===== src/rtl/ntsc_pkg.sv =====
// Default 240p NTSC raster constants and counter widths shared by the ntsc_timing block.
// The ntsc_timing top adds a composite-sync output when NTSC_CSYNC_EN is defined.
package ntsc_pkg;

    localparam int CLK_DIV  = 5;

    localparam int H_ACTIVE = 512;
    localparam int H_FRONT  = 15;
    localparam int H_SYNC   = 47;
    localparam int H_BACK   = 61;

    localparam int V_ACTIVE = 240;
    localparam int V_FRONT  = 3;
    localparam int V_SYNC   = 3;
    localparam int V_BACK   = 16;

    localparam int H_TOTAL  = H_ACTIVE + H_FRONT + H_SYNC + H_BACK;
    localparam int V_TOTAL  = V_ACTIVE + V_FRONT + V_SYNC + V_BACK;

    // Sync windows are half-open: [START, END)
    localparam int HS_START = H_ACTIVE + H_FRONT;
    localparam int HS_END   = HS_START + H_SYNC;
    localparam int VS_START = V_ACTIVE + V_FRONT;
    localparam int VS_END   = VS_START + V_SYNC;

    localparam int X_W      = 10;
    localparam int Y_W      = 9;

endpackage


===== src/rtl/ntsc_tick_div.sv =====
// Clock-enable divider: tick is high for one clock out of every CLK_DIV clocks.
module ntsc_tick_div #(
    parameter int CLK_DIV = ntsc_pkg::CLK_DIV
) (
    input  logic clk,
    input  logic rst,
    output logic tick
);

    localparam int            CW   = $clog2(CLK_DIV);
    localparam logic [CW-1:0] LAST = CW'(CLK_DIV - 1);

    logic [CW-1:0] cnt_q;
    logic [CW-1:0] cnt_d;

    assign tick = (cnt_q == LAST);

    always_comb begin
        cnt_d = cnt_q + CW'(1);
        if (tick) begin
            cnt_d = '0;
        end
    end

    always_ff @(posedge clk or negedge rst) begin
        if (!rst) begin
            cnt_q <= '0;
        end else begin
            cnt_q <= cnt_d;
        end
    end

endmodule


===== src/rtl/ntsc_timing.sv =====
// Free-running 240p raster generator: pixel/line counters plus video_on, hsync, vsync decode.
// Defining NTSC_CSYNC_EN adds the active-low composite sync output csync.
module ntsc_timing
    import ntsc_pkg::*;
#(
    parameter int CLK_DIV  = ntsc_pkg::CLK_DIV,
    parameter int H_ACTIVE = ntsc_pkg::H_ACTIVE,
    parameter int H_FRONT  = ntsc_pkg::H_FRONT,
    parameter int H_SYNC   = ntsc_pkg::H_SYNC,
    parameter int H_BACK   = ntsc_pkg::H_BACK,
    parameter int V_ACTIVE = ntsc_pkg::V_ACTIVE,
    parameter int V_FRONT  = ntsc_pkg::V_FRONT,
    parameter int V_SYNC   = ntsc_pkg::V_SYNC,
    parameter int V_BACK   = ntsc_pkg::V_BACK
) (
    input  logic           clk,
    input  logic           rst,
    output logic [X_W-1:0] x,
    output logic [Y_W-1:0] y,
    output logic           video_on,
    output logic           hsync,
    output logic           vsync,
    output logic           pixel_tick
`ifdef NTSC_CSYNC_EN
    ,
    output logic           csync
`endif
);

    // Totals must fit the counters: at most 1024 pixels and 512 lines
    localparam logic [X_W-1:0] X_LAST = X_W'(H_ACTIVE + H_FRONT + H_SYNC + H_BACK - 1);
    localparam logic [Y_W-1:0] Y_LAST = Y_W'(V_ACTIVE + V_FRONT + V_SYNC + V_BACK - 1);
    localparam logic [X_W-1:0] X_ACT  = X_W'(H_ACTIVE);
    localparam logic [Y_W-1:0] Y_ACT  = Y_W'(V_ACTIVE);
    localparam logic [X_W-1:0] HS_LO  = X_W'(H_ACTIVE + H_FRONT);
    localparam logic [X_W-1:0] HS_HI  = X_W'(H_ACTIVE + H_FRONT + H_SYNC);
    localparam logic [Y_W-1:0] VS_LO  = Y_W'(V_ACTIVE + V_FRONT);
    localparam logic [Y_W-1:0] VS_HI  = Y_W'(V_ACTIVE + V_FRONT + V_SYNC);

    logic           tick;
    logic [X_W-1:0] x_q, x_d;
    logic [Y_W-1:0] y_q, y_d;

    ntsc_tick_div #(
        .CLK_DIV(CLK_DIV)
    ) u_tick_div (
        .clk (clk),
        .rst (rst),
        .tick(tick)
    );

    always_comb begin
        x_d = x_q;
        y_d = y_q;
        if (tick) begin
            if (x_q == X_LAST) begin
                x_d = '0;
                y_d = (y_q == Y_LAST) ? '0 : y_q + Y_W'(1);
            end else begin
                x_d = x_q + X_W'(1);
            end
        end
    end

    always_ff @(posedge clk or negedge rst) begin
        if (!rst) begin
            x_q <= '0;
            y_q <= '0;
        end else begin
            x_q <= x_d;
            y_q <= y_d;
        end
    end

    // Decodes come straight from registers, so they are glitch-free with no added latency
    assign x          = x_q;
    assign y          = y_q;
    assign pixel_tick = tick;
    assign video_on   = (x_q < X_ACT) && (y_q < Y_ACT);
    assign hsync      = !((x_q >= HS_LO) && (x_q < HS_HI));
    assign vsync      = !((y_q >= VS_LO) && (y_q < VS_HI));

`ifdef NTSC_CSYNC_EN
    assign csync      = ~(hsync ^ vsync);
`endif

endmodule


===== config.mk =====
export PLATFORM = sky130hd
export DESIGN_NAME = ntsc_timing
export DESIGN_NICKNAME = d
export VERILOG_FILES = /design/src/rtl/ntsc_pkg.sv /design/src/rtl/ntsc_tick_div.sv /design/src/rtl/ntsc_timing.sv
export SDC_FILE = /design/constraint.sdc
export NUM_CORES = 1
export LEC_CHECK = 0
export BUFFER_PORTS_ARGS = -buffer_cell sky130_fd_sc_hd__buf_2
export CAP_MARGIN = 20
export CORE_ASPECT_RATIO = 1.2
export CORE_MARGIN = 3
export CORE_UTILIZATION = 50
export DETAILED_ROUTE_END_ITERATION = 10
export GPL_TIMING_DRIVEN = 0
export PLACE_DENSITY = 0.78
export RECOVER_POWER = 100
export SETUP_SLACK_MARGIN = 0.1
export SLEW_MARGIN = 20
export SYNTH_ARGS = -nofsm -noshare
export SYNTH_HDL_FRONTEND = slang
export SYNTH_HIERARCHICAL = 1
export SYNTH_SLANG_ARGS = --single-unit

===== constraint.sdc =====
create_clock -name clk -period 4.6 [get_ports clk]
set_input_delay 0.69 -clock clk [delete_from_list [all_inputs] [get_ports clk]]
set_output_delay 0.69 -clock clk [all_outputs]
set_load 0.01 [all_outputs]

==> qor.yml <==
final_layout:
  diodes: 0
  fin_nets: 163
  fillCellCount: 223
  regArea_um2: 550.5
  area_growth_pct: 11.75
  multiInputGateArea_um2: 615.6
  drive_gt1_frac: 0.03896
yosys:
  ys_warn_count: 6
  yosysTopAreaCell: "dfrtp_1"
  synth_ff_type: "dfrtp_1"
  ys_ff_latch: 22
  synthArstFlopShare: 1.000
  synth_top_area_frac: 0.4494
  syn-cell-area_mm2: 0.001225
  syn_nets: 134
  ys_types: 41
  synth_top_family_by_area: "simple AND/OR/NAND/NOR gates"
  synth_mux_area_frac: 0.02554
  synth-adder-area-share: 0.06129
  synth_cells: 126
  ys_top_cells_by_area: "dfrtp_1 45%, ha_1 6.1%, nand2_1 3.7%"
  yosys.area_share.simple: 0.2462
  synth-edff-count: 0
  synth_xor_area_frac: 0.02860
  synth_compound_area_frac: 0.1573
  postSynthAreaPerCell_um2: 9.722
  ys_seq_area_frac: 0.4494
grt:
  antenna_found_initial: 0
  grt_pass1_wl_um: 4071
  grt_overflow: 0
  grt_max_degree: 23
  first_global_vias: 940
  grtUsageTotal: 0.1776
route:
  routed_wl_um: 2504
  vias_per_cell: 5.730
  dr.pass1.iters: 4
  dr_total_vias: 1060
  ant_nets: 0
  drc_errors: 0
  wire_per_inst_um: 13.54
  drt_iter0_drc: 34
setup_path:
  max_stage_delay_ps: 1060
  path_common_cell: "nand2_1"
  cp_top_family: "simple AND/OR/NAND/NOR gates"
  crit_type: "flop to flop"
  worstSetupStartpointType: "flop"
  worstSetupEndpointType: "flop"
  path_buf_inv: 1
  cp_num_cells: 7
  crit_fanout: 10
  critPathSlowestCell: "nor4_1"
  critPathArrivalTime_ps: 3190
  crit_chain: "inv_1 > ha_1 > and2_0 > nand2_1 > nor4_1 > nand2_1 > o31ai_1"
  crit_required_ps: 4830
  rr_worst_depth: 7
timing:
  max_freq_mhz: 337.6
  skew_ps: 5.127
  min_period_ps: 2962
  worst_slew_pin_slew_ps: 1235
  maxSlewViolCount: 0
  hold_violations: 0
  setup-tns-final_ps: 0
  rsz0062_at_grt: "no"
  slew_headroom: 0.1692
  fin_crit_sh: 0.6439
  setup_viol: 0
placed_design:
  finalWeightedCongestion: 0.8831
  hpwl_um: 1849
  portBuffers: 24
clocking:
  clkTransAtPathRegs_ps: 120
  cts_buffer_depth: 2
  cts.root.buffer_cell: "clkbuf_4"
  numCtsBuffers: 3
  h-tree-depth: 1
  clkSinkCount: 22
  ctsResizeCount: 0
  cts_setup_buffers: 0
  cts_tree: "built"
  hold_buffers: 0
  clock_latency_ps: 310
floorplanning:
  pin_count: 25
  dieArea_mm2: 0.003082
  core_region_area_mm2: 0.002306
  initial_core_util: 0.5312
  num_rows: 19
  die_h_um: 60.22
  fp.dieW_um: 51.19
job:
  drv_cap: 0
power_and_ir_drop:
  power_density_mw_per_mm2: 221.9
  power.total_uw: 303.8
  leakage_uw: 0.0005652
  peakVddDrop_mv: 0.1460
status:
  outcome: "complete, no violations"
worst_hold_path:
  hold_depth: 1
  hold_path.class: "flop to flop"
## layout make-up
class,count,share of cell area
plain buffers,3,0.008227
multi-input cells,94,0.4497
clock buffers,4,0.02651
well taps,31,0.02834
inverters,7,0.01920
repair buffers,24,0.06581
flip-flops and latches,22,0.4022
## power breakdown
group	switching, uW	internal, uW	total [uW]	leakage [uW]
Sequential	0	193	193	0.000294
Clock	58.3	48.4	107	0.0000210
Combinational	3.61	0.160	3.77	0.000251
## logic make-up after synthesis
| logic type | Yosys count |
|---|---|
| compound gates | 31 |
| xor+xnor | 4 |
| fa+ha+maj | 6 |
| buf+inv | 10 |
| flops | 22 |
| mux | 3 |
| simple gates | 50 |
## per-layer routing
layer,up-vias,track usage,part of all wire
met5,-,0,0
met4,0,0.1000,0.015
met3,4,0.02993,0.054
met2,29,0.2947,0.49
met1,505,0.2177,0.44
li1,522,-,-
## sequential cells by signal, summed over array words and instances (netlist names)
name              cells
u_tick_div/cnt_q      3
x                    10
y                     9
## synthesized netlist by cell type, types with 2 or more instances
| cell type | count |
|---|---|
| o31ai_1 | 3 |
| clkbuf_1 | 2 |
| inv_1 | 7 |
| xor2_1 | 2 |
| nor2_1 | 5 |
| nand2b_1 | 2 |
| o21ai_1 | 7 |
| mux2i_1 | 2 |
| nand4_1 | 4 |
| nand2_1 | 12 |
| o21ai_0 | 6 |
| and4_1 | 2 |
| dfrtp_1 | 22 |
| a21oi_1 | 5 |
| nor4_1 | 2 |
| a22oi_1 | 2 |
| nand3_1 | 4 |
| a21o_1 | 2 |
| nand3b_1 | 2 |
| and3_1 | 3 |
| ha_1 | 6 |
| nor3_1 | 4 |
| xnor2_1 | 2 |
## through the flow
| step | cell area, um2 | setup WS (ps) | std cells | utilization | hold WS [ps] |
|---|---|---|---|---|---|
| floorplan | 1225 | 2681 | 126 | - | 394.4 |
| CTS | 1420 | 2207 | 185 | 0.6158 | 323.1 |
| detailed placement | 1384 | 2566 | 181 | 0.6001 | 468.1 |
| finish | 1369 | 1638 | 185 | 0.5936 | 482.7 |
| global placement | 1384 | 2582 | 181 | 0.6001 | 460.8 |
| global route | 1369 | 1254 | 185 | 0.5936 | 516.0 |
## cells in the final DEF, fill, tap and decap left out, types with 3 or more instances in the layout
master,instances
clkbuf_1,27
dfrtp_1,22
nand2_1,12
o21ai_0,8
inv_1,7
ha_1,6
nor2_1,5
a21oi_1,5
o21ai_1,5
nor3_1,4
nand4_1,4
nand3_1,4
and3_1,3
nor4_1,3
o31ai_1,3
clkbuf_4,3
## worst paths after layout
kind / start / endpoint / slack (ps)
hold / removal: u_tick_div/cnt_q[2]$_DFF_PN0_ / u_tick_div/cnt_q[2]$_DFF_PN0_ / 480
setup / recovery: u_tick_div/cnt_q[0]$_DFF_PN0_ / y[5]$_DFFE_PN0P_ / 1640
min in group asynchronous: rst / y[3]$_DFFE_PN0P_ / 580
hold reg to reg: u_tick_div/cnt_q[2]$_DFF_PN0_ / u_tick_div/cnt_q[2]$_DFF_PN0_ / 480
setup reg to reg: u_tick_div/cnt_q[0]$_DFF_PN0_ / y[5]$_DFFE_PN0P_ / 1640
max in group asynchronous: rst / x[9]$_DFFE_PN0P_ / 3320
## worst register-to-register path, stage by stage (launching register included)
cell and delay, ps:
dfrtp_1 430, inv_1 70, ha_1 140, and2_0 420, nand2_1 220, nor4_1 1060
nand2_1 250, o31ai_1 280
Note: power is estimated with default switching activity, not from simulation.
